$ cat config.mk
export PLATFORM = sky130hd
export DESIGN_NAME = ecc_dec_sched
export DESIGN_NICKNAME = d
export VERILOG_FILES = /design/src/rtl/ecc_sched_pkg.sv /design/src/rtl/ecc_rr_arb2.sv /design/src/rtl/ecc_dec_sched.sv
export SDC_FILE = /design/constraint.sdc
export NUM_CORES = 1
export LEC_CHECK = 0
export ABC_CLOCK_PERIOD_IN_PS = 2900
export BUFFER_PORTS_ARGS = -buffer_cell sky130_fd_sc_hd__clkbuf_2
export CAP_MARGIN = 20
export CORE_AREA = 4 4 159 161
export DETAILED_ROUTE_END_ITERATION = 8
export DIE_AREA = 0 0 163 165
export PLACE_DENSITY = 0.73
export SLEW_MARGIN = 25
export SYNTH_ARGS = -nofsm -noshare
export SYNTH_HDL_FRONTEND = slang
export SYNTH_SLANG_ARGS = --single-unit
$ cat constraint.sdc
create_clock -name clk -period 2.9 [get_ports clk]
set_input_delay 0.145 -clock clk [delete_from_list [all_inputs] [get_ports clk]]
set_output_delay 0.145 -clock clk [all_outputs]
set_load 0.1 [all_outputs]
$ cat src/rtl/ecc_sched_pkg.sv
// Shared types and constants for the two-requester ECC decode scheduler.
// Response entries carry a fixed-width tag field; the top uses the low TAG_W bits.
package ecc_sched_pkg;

  localparam int FIFO_DEPTH = 2;
  localparam int DEC_LAT    = 1;
  localparam int TAG_MAX_W  = 32;

  typedef struct packed {
    logic                 id;
    logic [TAG_MAX_W-1:0] tag;
    logic [63:0]          data;
    logic                 corr;
    logic                 fatal;
  } rsp_ent_t;

endpackage

$ cat src/rtl/ecc_rr_arb2.sv
// Two-way round-robin arbiter: one grant per cycle, the pointer moves only on a grant.
// After reset requester A wins the first tie.
module ecc_rr_arb2 (
  input  logic       clk,
  input  logic       rst_n,
  input  logic [1:0] req,
  input  logic       en,
  output logic [1:0] gnt
);

  // last_q = 1 means B was granted most recently, so A has priority on a tie
  logic last_q, last_d;

  always_comb begin
    gnt = 2'b00;
    if (en) begin
      if (req == 2'b11) gnt = last_q ? 2'b01 : 2'b10;
      else              gnt = req;
    end
  end

  always_comb begin
    last_d = last_q;
    if (gnt[0])      last_d = 1'b0;
    else if (gnt[1]) last_d = 1'b1;
  end

  always_ff @(posedge clk or negedge rst_n) begin
    if (!rst_n) last_q <= 1'b1;
    else        last_q <= last_d;
  end

endmodule

$ cat src/rtl/ecc_dec_sched.sv
// Schedules two requesters onto a shared latency-1 ECC decoder and queues the results
// in a 2-entry response FIFO with credit-based admission and error counters.
module ecc_dec_sched
  import ecc_sched_pkg::*;
#(
  parameter int TAG_W = 8,
  parameter int CNT_W = 16
) (
  input  logic             clk,
  input  logic             reset_n,
  input  logic [1:0]       req_valid,
  output logic [1:0]       req_ready,
  input  logic [71:0]      req_cw_a,
  input  logic [71:0]      req_cw_b,
  input  logic [TAG_W-1:0] req_tag_a,
  input  logic [TAG_W-1:0] req_tag_b,
  output logic [71:0]      dec_data,
  input  logic [63:0]      dec_q,
  input  logic             dec_corr,
  input  logic             dec_det,
  input  logic             dec_fatal,
  output logic             rsp_valid,
  input  logic             rsp_ready,
  output logic             rsp_id,
  output logic [TAG_W-1:0] rsp_tag,
  output logic [63:0]      rsp_data,
  output logic             rsp_corr,
  output logic             rsp_fatal,
  output logic [CNT_W-1:0] corr_cnt,
  output logic [CNT_W-1:0] fatal_cnt,
  output logic             fatal_irq,
  input  logic             cnt_clr
);

  logic [1:0]       gnt;
  logic             credit_ok;

  logic             infl_vld_q, infl_vld_d;
  logic             infl_id_q, infl_id_d;
  logic [TAG_W-1:0] infl_tag_q, infl_tag_d;
  rsp_ent_t         infl_ent;

  rsp_ent_t         fifo_q [FIFO_DEPTH];
  rsp_ent_t         fifo_d [FIFO_DEPTH];
  logic [1:0]       occ_q, occ_d;
  logic             wr_ptr_q, wr_ptr_d;
  logic             rd_ptr_q, rd_ptr_d;

  logic [CNT_W-1:0] corr_cnt_q, corr_cnt_d;
  logic [CNT_W-1:0] fatal_cnt_q, fatal_cnt_d;
  logic             fatal_irq_q, fatal_irq_d;

  rsp_ent_t         head;
  logic             fifo_empty, pop, bypass, fifo_wr, fifo_rd;

  assign credit_ok = ({1'b0, occ_q} + {2'b00, infl_vld_q}) < 3'd2;

  ecc_rr_arb2 u_arb (
    .clk   (clk),
    .rst_n (reset_n),
    .req   (req_valid),
    .en    (credit_ok),
    .gnt   (gnt)
  );

  assign req_ready = gnt;

  always_comb begin
    dec_data = '0;
    if (gnt[0])      dec_data = req_cw_a;
    else if (gnt[1]) dec_data = req_cw_b;
  end

  always_comb begin
    infl_vld_d = |gnt;
    infl_id_d  = infl_id_q;
    infl_tag_d = infl_tag_q;
    if (gnt[0]) begin
      infl_id_d  = 1'b0;
      infl_tag_d = req_tag_a;
    end else if (gnt[1]) begin
      infl_id_d  = 1'b1;
      infl_tag_d = req_tag_b;
    end
  end

  // Decoder results land this cycle; the entry is assembled straight from them
  always_comb begin
    infl_ent                = '0;
    infl_ent.id             = infl_id_q;
    infl_ent.tag[TAG_W-1:0] = infl_tag_q;
    infl_ent.data           = dec_q;
    infl_ent.corr           = dec_corr;
    infl_ent.fatal          = dec_fatal | (dec_det & ~dec_corr);
  end

  // An empty FIFO lets the in-flight result show on rsp_* in its own cycle
  assign fifo_empty = (occ_q == 2'd0);
  assign head       = fifo_empty ? infl_ent : fifo_q[rd_ptr_q];
  assign rsp_valid  = ~fifo_empty | infl_vld_q;
  assign pop        = rsp_valid & rsp_ready;
  assign bypass     = infl_vld_q & fifo_empty & rsp_ready;
  assign fifo_wr    = infl_vld_q & ~bypass;
  assign fifo_rd    = pop & ~fifo_empty;

  assign rsp_id    = rsp_valid & head.id;
  assign rsp_tag   = rsp_valid ? head.tag[TAG_W-1:0] : '0;
  assign rsp_data  = rsp_valid ? head.data : '0;
  assign rsp_corr  = rsp_valid & head.corr;
  assign rsp_fatal = rsp_valid & head.fatal;

  always_comb begin
    fifo_d   = fifo_q;
    wr_ptr_d = wr_ptr_q;
    rd_ptr_d = rd_ptr_q;
    occ_d    = occ_q;
    if (fifo_wr) begin
      fifo_d[wr_ptr_q] = infl_ent;
      wr_ptr_d         = ~wr_ptr_q;
    end
    if (fifo_rd) rd_ptr_d = ~rd_ptr_q;
    case ({fifo_wr, fifo_rd})
      2'b10:   occ_d = occ_q + 2'd1;
      2'b01:   occ_d = occ_q - 2'd1;
      default: occ_d = occ_q;
    endcase
  end

  // Every completed decode counts, whether it went into the FIFO or straight out
  always_comb begin
    corr_cnt_d  = corr_cnt_q;
    fatal_cnt_d = fatal_cnt_q;
    fatal_irq_d = fatal_irq_q;
    if (cnt_clr) begin
      corr_cnt_d  = '0;
      fatal_cnt_d = '0;
      fatal_irq_d = 1'b0;
    end else if (infl_vld_q) begin
      if (infl_ent.corr && (corr_cnt_q != '1))   corr_cnt_d  = corr_cnt_q + 1'b1;
      if (infl_ent.fatal && (fatal_cnt_q != '1)) fatal_cnt_d = fatal_cnt_q + 1'b1;
      if (infl_ent.fatal)                        fatal_irq_d = 1'b1;
    end
  end

  assign corr_cnt  = corr_cnt_q;
  assign fatal_cnt = fatal_cnt_q;
  assign fatal_irq = fatal_irq_q;

  always_ff @(posedge clk or negedge reset_n) begin
    if (!reset_n) begin
      infl_vld_q  <= 1'b0;
      infl_id_q   <= 1'b0;
      infl_tag_q  <= '0;
      occ_q       <= 2'd0;
      wr_ptr_q    <= 1'b0;
      rd_ptr_q    <= 1'b0;
      corr_cnt_q  <= '0;
      fatal_cnt_q <= '0;
      fatal_irq_q <= 1'b0;
      for (int i = 0; i < FIFO_DEPTH; i++) fifo_q[i] <= '0;
    end else begin
      infl_vld_q  <= infl_vld_d;
      infl_id_q   <= infl_id_d;
      infl_tag_q  <= infl_tag_d;
      occ_q       <= occ_d;
      wr_ptr_q    <= wr_ptr_d;
      rd_ptr_q    <= rd_ptr_d;
      corr_cnt_q  <= corr_cnt_d;
      fatal_cnt_q <= fatal_cnt_d;
      fatal_irq_q <= fatal_irq_d;
      fifo_q      <= fifo_d;
    end
  end

endmodule

=== Word level (Yosys, flattened, before mapping) ===
Index checks and enable logic that the tools add are counted.

* Register bits after elaboration: 246
* Input bits: 233
* Output and inout bits: 183
* Logic and storage cells: 94

* Add/sub/neg operators: 5
* $lt $le $gt $ge: 4
* Eq/ne operators: 5
* Muxes and demuxes: 28
* Bitwise logic cells: 18
* Reduce and logical (&&, ||, !) cells: 14

{| class="wikitable"
|+ Operators with widths
! kind !! count
|-
| 99-bit 2-to-1 mux || 5
|-
| 198-bit bitwise mux || 1
|-
| 72-bit 2-to-1 mux || 2
|-
| 99-bit demux with 1-bit select || 1
|-
| 16-bit 2-to-1 mux || 6
|-
| 64-bit 2-to-1 mux || 1
|-
| 16-bit by 1-bit adder with 16-bit output, second input constant || 2
|-
| 16-bit != test, second input constant || 2
|-
| 8-bit 2-to-1 mux || 3
|-
| 2-bit nonzero test || 6
|-
| 1-bit AND || 9
|-
| 2-bit 2-to-1 mux || 3
|-
| 2-bit AND reduction || 3
|-
| 1-bit 2-to-1 mux || 5
|-
| 1-bit inverter || 5
|-
| 2-bit == test, second input constant || 2
|-
| 2-bit greater-or-equal comparator, second input constant || 2
|-
| 1-bit inverter with 2-bit output || 2
|-
| 2-bit case mux with 2 select lines || 1
|-
| 2-bit by 1-bit adder with 3-bit output || 1
|-
| 1-bit logical AND || 3
|-
| 3-bit by 2-bit less-than comparator with 1-bit output, second input constant || 1
|-
| 2-bit by 1-bit adder with 2-bit output, second input constant || 1
|-
| 2-bit by 1-bit == test with 1-bit output, second input constant || 1
|-
| other kinds (5) || 6
|}

=== Logic depth before layout (Yosys ltp) ===
Gate-level depths: netlist of the first run.

* Depth in word-level cells: 7
* Gate-level depth with buffers: 9
* Mapped depth without buffers: 7

=== Cells and area by module ===
From an unflattened synthesis of the first run, not the netlist that was laid out.

* Cells, all modules: 943
* Area, all modules: 10641.5 um2

{| class="wikitable"
|+ Modules (own cells, without submodules)
! module !! instances !! cells each !! area an instance (um2) !! seq. area each (um2)
|-
| ecc_dec_sched || 1 || 935 || 10578.9 || 4929.7
|-
| ecc_rr_arb2 || 1 || 8 || 62.6 || 26.3
|}

=== Worst setup path after synthesis of the first run ===
No wires, ideal clock.

* Path type: reg-to-output
* Start point: reg rd_ptr_q
* End point: out rsp_data[46]
* Arrival: 3.443 ns
* Required time: 2.755 ns
* Setup slack: -0.688 ns
* Stages on the path, launching flop included: 6
* Path buffers: 3
* Cells stage by stage: dfrtp_1 clkbuf_1 buf_2 buf_1 mux2i_1 o21ai_0

* Cells in the longest elaborated chain, start to end: 6

{| class="wikitable"
|+ RTL lines
! item !! line !! source
|-
| start, declared || ecc_dec_sched.sv:47 || <nowiki>logic rd_ptr_q, rd_ptr_d;</nowiki>
|-
| start signal, assigned || ecc_dec_sched.sv:167 || <nowiki>rd_ptr_q <= rd_ptr_d;</nowiki>
|-
| 1-bit inverter with 2-bit output (implied by the code) || ecc_dec_sched.sv:99 || <nowiki>assign head = fifo_empty ? infl_ent : fifo_q[rd_ptr_q];</nowiki>
|-
| 99-bit 2-to-1 mux (implied by the code) (3 in series) || ecc_dec_sched.sv:99 ||
|-
| 99-bit 2-to-1 mux || ecc_dec_sched.sv:99 ||
|-
| 64-bit 2-to-1 mux || ecc_dec_sched.sv:108 || <nowiki>assign rsp_data = rsp_valid ? head.data : '0;</nowiki>
|-
| end, declared || ecc_dec_sched.sv:26 || <nowiki>output logic [63:0] rsp_data,</nowiki>
|}

Every way passes these cells. The select of a mux whose other input is x is not followed.

=== Worst setup path after layout of the first run ===
* Start point: reg occ_q[0]
* End point: out dec_data[56]

* Cells in the longest elaborated chain, start to end: 5

{| class="wikitable"
|+ RTL lines
! item !! line !! source
|-
| start, declared || ecc_dec_sched.sv:45 || <nowiki>logic [1:0] occ_q, occ_d;</nowiki>
|-
| start signal, assigned || ecc_dec_sched.sv:154 || <nowiki>occ_q <= 2'd0;</nowiki>
|-
| start signal, assigned || ecc_dec_sched.sv:165 || <nowiki>occ_q <= occ_d;</nowiki>
|-
| 2-bit by 1-bit adder with 3-bit output (*) || ecc_dec_sched.sv:56 || <nowiki>assign credit_ok = ({1'b0, occ_q} + {2'b00, infl_vld_q}) < 3'd2;</nowiki>
|-
| 3-bit by 2-bit less-than comparator with 1-bit output (*) || ecc_dec_sched.sv:56 ||
|-
| 2-bit 2-to-1 mux (*) || ecc_rr_arb2.sv:16 || <nowiki>if (en) begin</nowiki>
|-
| 72-bit 2-to-1 mux || ecc_dec_sched.sv:71 || <nowiki>else if (gnt[1]) dec_data = req_cw_b;</nowiki>
|-
| 72-bit 2-to-1 mux (*) || ecc_dec_sched.sv:70 || <nowiki>if (gnt[0]) dec_data = req_cw_a;</nowiki>
|-
| end, declared || ecc_dec_sched.sv:17 || <nowiki>output logic [71:0] dec_data,</nowiki>
|}

Mark *: on every way between the ends. The rest lies on a longest branch, timed or not.

==> results of run 1 <==
## through the flow
| step | setup TNS, ns | instances | hold WS [ns] | util (%) |
|---|---|---|---|---|
| 4_1_cts | 0 | 1715 | 0.00137 | 63.4 |
| 3_3_place_gp | 0 | 1617 | 0.249 | 58.2 |
| 3_5_place_dp | 0 | 1617 | 0.255 | 58.2 |
| 5_1_grt | 0 | 1718 | 0.00281 | 63.4 |
| 6_report | 0 | 1720 | 0.00150 | 63.5 |
| 2_1_floorplan | -2.54 | 935 | -0.151 | - |
## worst max path at each step
| stage | from | endpoint | slack (ns) |
|---|---|---|---|
| floorplan | occ_q[0] | rsp_data[63] | -0.42 |
| global placement | dec_corr | rsp_fatal | 0.72 |
| detailed placement | occ_q[0] | dec_data[8] | 0.72 |
| CTS | occ_q[0] | dec_data[8] | 0.23 |
| global route | occ_q[0] | dec_data[8] | 0.08 |
| finish | occ_q[0] | dec_data[56] | 0.22 |
## sequential cells by signal (all words and copies together), names as in the netlist
register and flops:
corr_cnt 16, fatal_cnt 16, fatal_irq 1, fifo_q 150
infl_id_q 1, infl_tag_q 8, infl_vld_q 1, occ_q 2
rd_ptr_q 1, u_arb.last_q 1, wr_ptr_q 1
## cell families after synthesis
| kind of cell | Yosys count | synth area share, % |
|---|---|---|
| AO/OA/AOI/OAI | 216 | 13.9 |
| XOR/XNOR | 5 | 0.420 |
| adder cells (fa/ha/maj) | 3 | 0.360 |
| buffers and inverters | 84 | 3.53 |
| flip-flops | 198 | 47.6 |
| multiplexers | 228 | 23.8 |
| AND/OR/NAND/NOR | 201 | 10.5 |
## area by class of cell
cell class,count,area (um2)
Fill cell,1894,8760
Clock inverter,14,141
Tap cell,324,405
Sequential cell,198,4960
Inverter,7,26.3
Multi-Input combinational cell,653,5130
Timing Repair Buffer,502,4110
Clock buffer,17,425
Antenna cell,5,12.5
## metal layers
| metal | up-vias | routed length, um | global-route usage, % | share of wire [%] |
|---|---|---|---|---|
| met4 | 2 | 1060 | 7.82 | 2.6 |
| met3 | 59 | 3300 | 7.14 | 8.1 |
| li1 | 4403 | - | - | - |
| met5 | - | 15 | 0 | 0.037 |
| met2 | 477 | 20600 | 51.5 | 50 |
| met1 | 4972 | 15900 | 37.5 | 39 |
## critical path: cells and delay by family, from the launching register on
family          cells  cell delay, ns
flops               1            0.45
compound gates      2            0.71
buf+inv             3            0.75
simple gates        1            0.17
## layout by cell type (no fill, tap or decap), types with 17 or more instances in the layout
master           n
dlygate4sd3_1   67
o31ai_1         17
clkbuf_2       340
o21ai_1         67
a22o_1          72
mux2_2         140
nand3_1         92
clkbuf_16       17
dfrtp_1        195
mux2i_1         73
nand2_1         22
buf_12          81
a21oi_1         27
==> metrics.txt, run 1 <==
Final WS setup=0.220 ns; # IOs=around 420; status=finished, final reports clean; min-delay src=req_tag_a[4]; minimum setup slack among reg-to-reg paths=0.50 ns; Synth Cell Area=~10000 um2; min-delay worst type=primary input to register; share of post-route cells with drive strength above 1=45.0%; final hold violation count=0; crit end category=output port; Min Clock Period, post-route=between 2 and 3 ns; CTS resizes=0; top-count cell post-synth=dfrtp_1; RR Endpoint=infl_tag_q[0]; Rows=between 50 and 60; worst-path fanout max=75; startpoint types=register; Worst Tran Pin Value=about 0.84 ns; CP arrival=2.53 ns; Crit Path Class=register to output port; 1st-pass router iterations=5; Critical Path Most Common Cell=buf_12; DRT antenna net count=0; Syn Inst Count=935; routed vias=9913; clk sinks=198; Post-Route WL=40800 um; total of warnings raised by yosys=0; DP HPWL=30900 um; largest net degree at the start of global routing=90; post-synthesis sequential area ratio=a little under half; Cell variety after synth=51; placed cell areas=14000 um2; EDFF count, synth=0; reg2reg start=occ_q[0]; CTS root buf=clkbuf_16; Die Wd=163 um; Core Box Area=24000 um2; #FFs+latches synth=about 200; routed len/inst=~24 um; number of buffers created by CTS=17; Hold Path Sink=infl_tag_q[4]; pre-CTS setup slack=0.718 ns; Max-slew headroom=a little over two fifths; RSZ-0062 raised after global routing=false; Syn Nets=around 1200; vias per cell=5.76; cell taking the most area after synthesis=dfrtp_1; Starting DRT DRC Count=686; max-slew violation count=0; CTS tree=built; initial core utilization=43.5%; initial antenna violation count=6; grt ovf=0; Die H=165 um; Syn Area/Cell=approximately 11 um2; Async S/R FF share, synth=100%; # nets final=1615; ys flop type=dfrtp_1; GPL Wtd Cong=1.04; worst skew pair latency=between 0.4 and 0.5 ns; Area contributors post-synth=dfrtp_1 (47%), mux2_2 (15%), mux2i_1 (7.0%), a22o_1 (6.1%), nand3_1 (4.4%); clock buffer depth=2; Final Skew=0.0116 ns; Setup Buffers After CTS=0; Port Buffers=415; Max stage delay on crit path=between 0.4 and 0.5 ns; hold_buf cts=67; CP required=around 2.8 ns; htree depth=4; period utilization=92.4%; hold path cells=3; Synth-to-Final Area Change=45.9%; final setup vio count=0; Fmax=0.373 GHz; Synth top cells by count=dfrtp_1 (197), mux2_2 (140), nand3_1 (92), o21ai_0 (80), mux2i_1 (73); vias in the first global route=roughly 9700; clk slew on worst S/H paths=0.07 ns; global-route wire length before repair=~60000 um; Slowest-stage cell, CP=dfrtp_1; final instance area=between 15000 and 20000 um2; max_cap viols=0; die area=26900 um2; top-area cell type share of the netlist area=between 40% and 50%; Critical Path, Cell by Cell=a21oi_1 -> nand3_1 -> inv_2 -> buf_12 -> a22o_1 -> buf_12; reg2reg path depth=7; DRC viols=0; GRT Resource Usage Total=between 20% and 30%
Power of run 1 is not shown: default switching activity piles up to over one toggle a cycle in this logic, so the estimate is an artifact.
==> run 2: changes to the inputs <==
--- a/config.mk
+++ b/config.mk
@@ -8,11 +8,13 @@
 export ABC_CLOCK_PERIOD_IN_PS = 2900
 export BUFFER_PORTS_ARGS = -buffer_cell sky130_fd_sc_hd__clkbuf_2
 export CAP_MARGIN = 20
-export CORE_AREA = 4 4 159 161
+export CORE_AREA = 4 4 160 162
 export DETAILED_ROUTE_END_ITERATION = 8
-export DIE_AREA = 0 0 163 165
+export DIE_AREA = 0 0 164 166
+export GPL_ROUTABILITY_DRIVEN = 0
 export PLACE_DENSITY = 0.73
 export SLEW_MARGIN = 25
 export SYNTH_ARGS = -nofsm -noshare
 export SYNTH_HDL_FRONTEND = slang
+export SYNTH_HIERARCHICAL = 1
 export SYNTH_SLANG_ARGS = --single-unit
==> constraint.sdc (replaced) <==
create_clock -name clk -period 2.9 [get_ports clk]
set_input_delay 0.435 -clock clk [delete_from_list [all_inputs] [get_ports clk]]
set_output_delay 0.435 -clock clk [all_outputs]
set_load 0.1 [all_outputs]
==> metrics.txt, run 2 <==
cell taking the most area after synthesis=dfrtp_1; met1 usage=around 30%; met3 Usage GRT=7.37%; final hold violation count=0; crit end category=output port; initial antenna violation count=7; Synth top cells by count=dfrtp_1 (197), mux2_2 (119), o21ai_0 (93), mux2i_1 (82), nand3_1 (82); Max stage delay on crit path=0.46 ns; clk sinks=198; largest net degree at the start of global routing=82; total of warnings raised by yosys=6; Crit Path Class=register to output port; status=finished, final reports clean; initial core utilization=44.1%; ys flop type=dfrtp_1; global-route wire length before repair=54500 um; Port Buffers=415; CTS tree=built; routed vias=approximately 9500; top-area cell type share of the netlist area=46.3%; Syn Area/Cell=11.3 um2; 1st-pass router iterations=5; global route hottest layer=met2; number of buffers created by CTS=17; Core Box Area=around 24000 um2; minimum setup slack among reg-to-reg paths=0.71 ns; DP HPWL=between 20000 and 30000 um; worst skew pair latency=0.43 ns; # IOs=roughly 420; Cell variety after synth=47; Post-Route WL=35900 um; Area contributors post-synth=dfrtp_1 (46%), mux2_2 (13%), mux2i_1 (7.7%), a22o_1 (5.8%), mux2_4 (5.4%); reg2reg start=infl_vld_q; Syn Inst Count=around 940; smallest hold slack=0.0164 ns; Synth-to-Final Area Change=48.4%; final setup vio count=0; pre-CTS setup slack=0.447 ns; reg2reg path depth=5; commonest non-fill, non-tap cell in the layout=clkbuf_2; Critical Path Most Common Cell=nand2_1; htree depth=4; Min Clock Period, post-route=2.78 ns; # nets final=1563; Fmax=0.359 GHz; CTS root buf=clkbuf_16; max-slew violation count=0; top-count cell post-synth=dfrtp_1; worst-path fanout max=80; vias in the first global route=9777; Max-slew headroom=between 30 and 40%; Die Wd=164 um; share of post-route cells with drive strength above 1=between 50 and 60%; max FFs per register=150; Final Skew=0.0138 ns; clk slew on worst S/H paths=0.08 ns; CP required=~2.5 ns; Rows=57; Syn Nets=1179; Synth Cell Area=10600 um2; RSZ-0062 raised after global routing=true; GRT Resource Usage Total=25.5%; Slowest-stage cell, CP=dfrtp_1; post-synthesis sequential area ratio=between 40% and 50%; routed len/inst=21.5 um; die area=between 20000 and 30000 um2; met2 usage=44.6%; CP arrival=2.35 ns; period utilization=between 90% and 100%; Worst Tran Pin Value=0.928 ns; startpoint types=register; #FFs+latches synth=198; Starting DRT DRC Count=between 600 and 700; final instance area=15800 um2; clock buffer depth=2; most frequent cells in the layout=clkbuf_2 (318), dfrtp_1 (195), mux2_2 (119), buf_12 (98); DRC viols=0; max_cap viols=0; RR Endpoint=corr_cnt[15]; setup TNS=0 ns; Largest Register=fifo_q; grt ovf=0; vias per cell=between 5 and 6; EDFF count, synth=0; placed cell areas=15100 um2; min-delay worst type=primary input to asynchronous set/reset pin; Final WS setup=0.116 ns; DRT antenna net count=0; Die H=166 um; Critical Path, Cell by Cell=a21oi_2 -> nand2_1 -> a21oi_4 -> buf_16 -> nand2_1 -> o21ai_2 -> buf_12; Async S/R FF share, synth=100%
[run 2: cell count changes in the layout (fill, tap and decap cells not counted), moves of 5 or more]
cell | previous run | this run
a22o_1 | 72 | 0
a22o_4 | 0 | 71
dlygate4sd3_1 | 67 | 0
mux2_4 | 0 | 38
clkbuf_2 | 340 | 318
mux2_2 | 140 | 119
buf_12 | 81 | 98
mux2_1 | 15 | 0
o21ai_0 | 13 | 24
nand3_1 | 92 | 82
mux2i_1 | 73 | 82
a22oi_1 | 8 | 0
buf_4 | 13 | 21
nand2_1 | 22 | 27
[run 2: layout make-up]
type,instances,area (um2)
fill,1843,8310
multi-input combinational,662,6000
sequential,198,4960
timing repair buffer,443,3830
clock buffer,19,453
tap,324,405
clock inverter,12,113
inverter,5,18.8
antenna,6,15.0
[run 2: critical path: cells and delay by family (launching register included)]
kind	cells	cell delay [ns]
buf+inv	2	0.62
flops	1	0.46
simple gates	2	0.24
compound gates	3	0.57
[run 2: worst max-delay path by stage]
stage          startpoint      endpoint  slack (ns)  cells past startpoint
5_1_grt          occ_q[0]  dec_data[51]       -0.05                      7
3_3_place_gp     occ_q[0]     rsp_fatal        0.49                      5
6_report         occ_q[0]  dec_data[51]        0.12                      7
3_5_place_dp     occ_q[0]     rsp_fatal        0.45                      5
4_1_cts          rd_ptr_q  rsp_data[32]        0.02                      4
2_1_floorplan    occ_q[0]      rsp_corr       -0.70                      5
[run 2: kinds of logic (layout without fill, tap and decap cells)]
family / Yosys count / in the layout / share of synthesized area [%]
buf+inv: 83 / 479 / 3.52
mux: 239 / 239 / 25.7
flops: 198 / 198 / 46.6
fa+ha+maj: 3 / 3 / 0.353
other cells: 0 / 6 / 0
simple gates: 199 / 199 / 10.1
compound gates: 216 / 216 / 13.4
xor+xnor: 5 / 5 / 0.412
[run 2: timing repair]
item / CTS / global route
buffers inserted: 0 / 5
gates cloned: 0 / 1
resized for setup: 1 / 5
endpoints found under the setup margin: 1 / 118
pin swaps: 0 / 1
hold buffers: 0 / 0
[run 2: through the flow]
step	util, %	cells
floorplan	-	943
global placement	62.7	1626
detailed placement	62.7	1626
CTS	65.1	1657
global route	65.5	1669
finish	65.5	1669
[run 2: layer usage]
layer	wire length [um]	vias to the layer above
li1	-	4309
met1	13500	4763
met2	18700	369
met3	2620	56
met4	1080	0
met5	0	-
Power of run 2 is left out for the same reason.
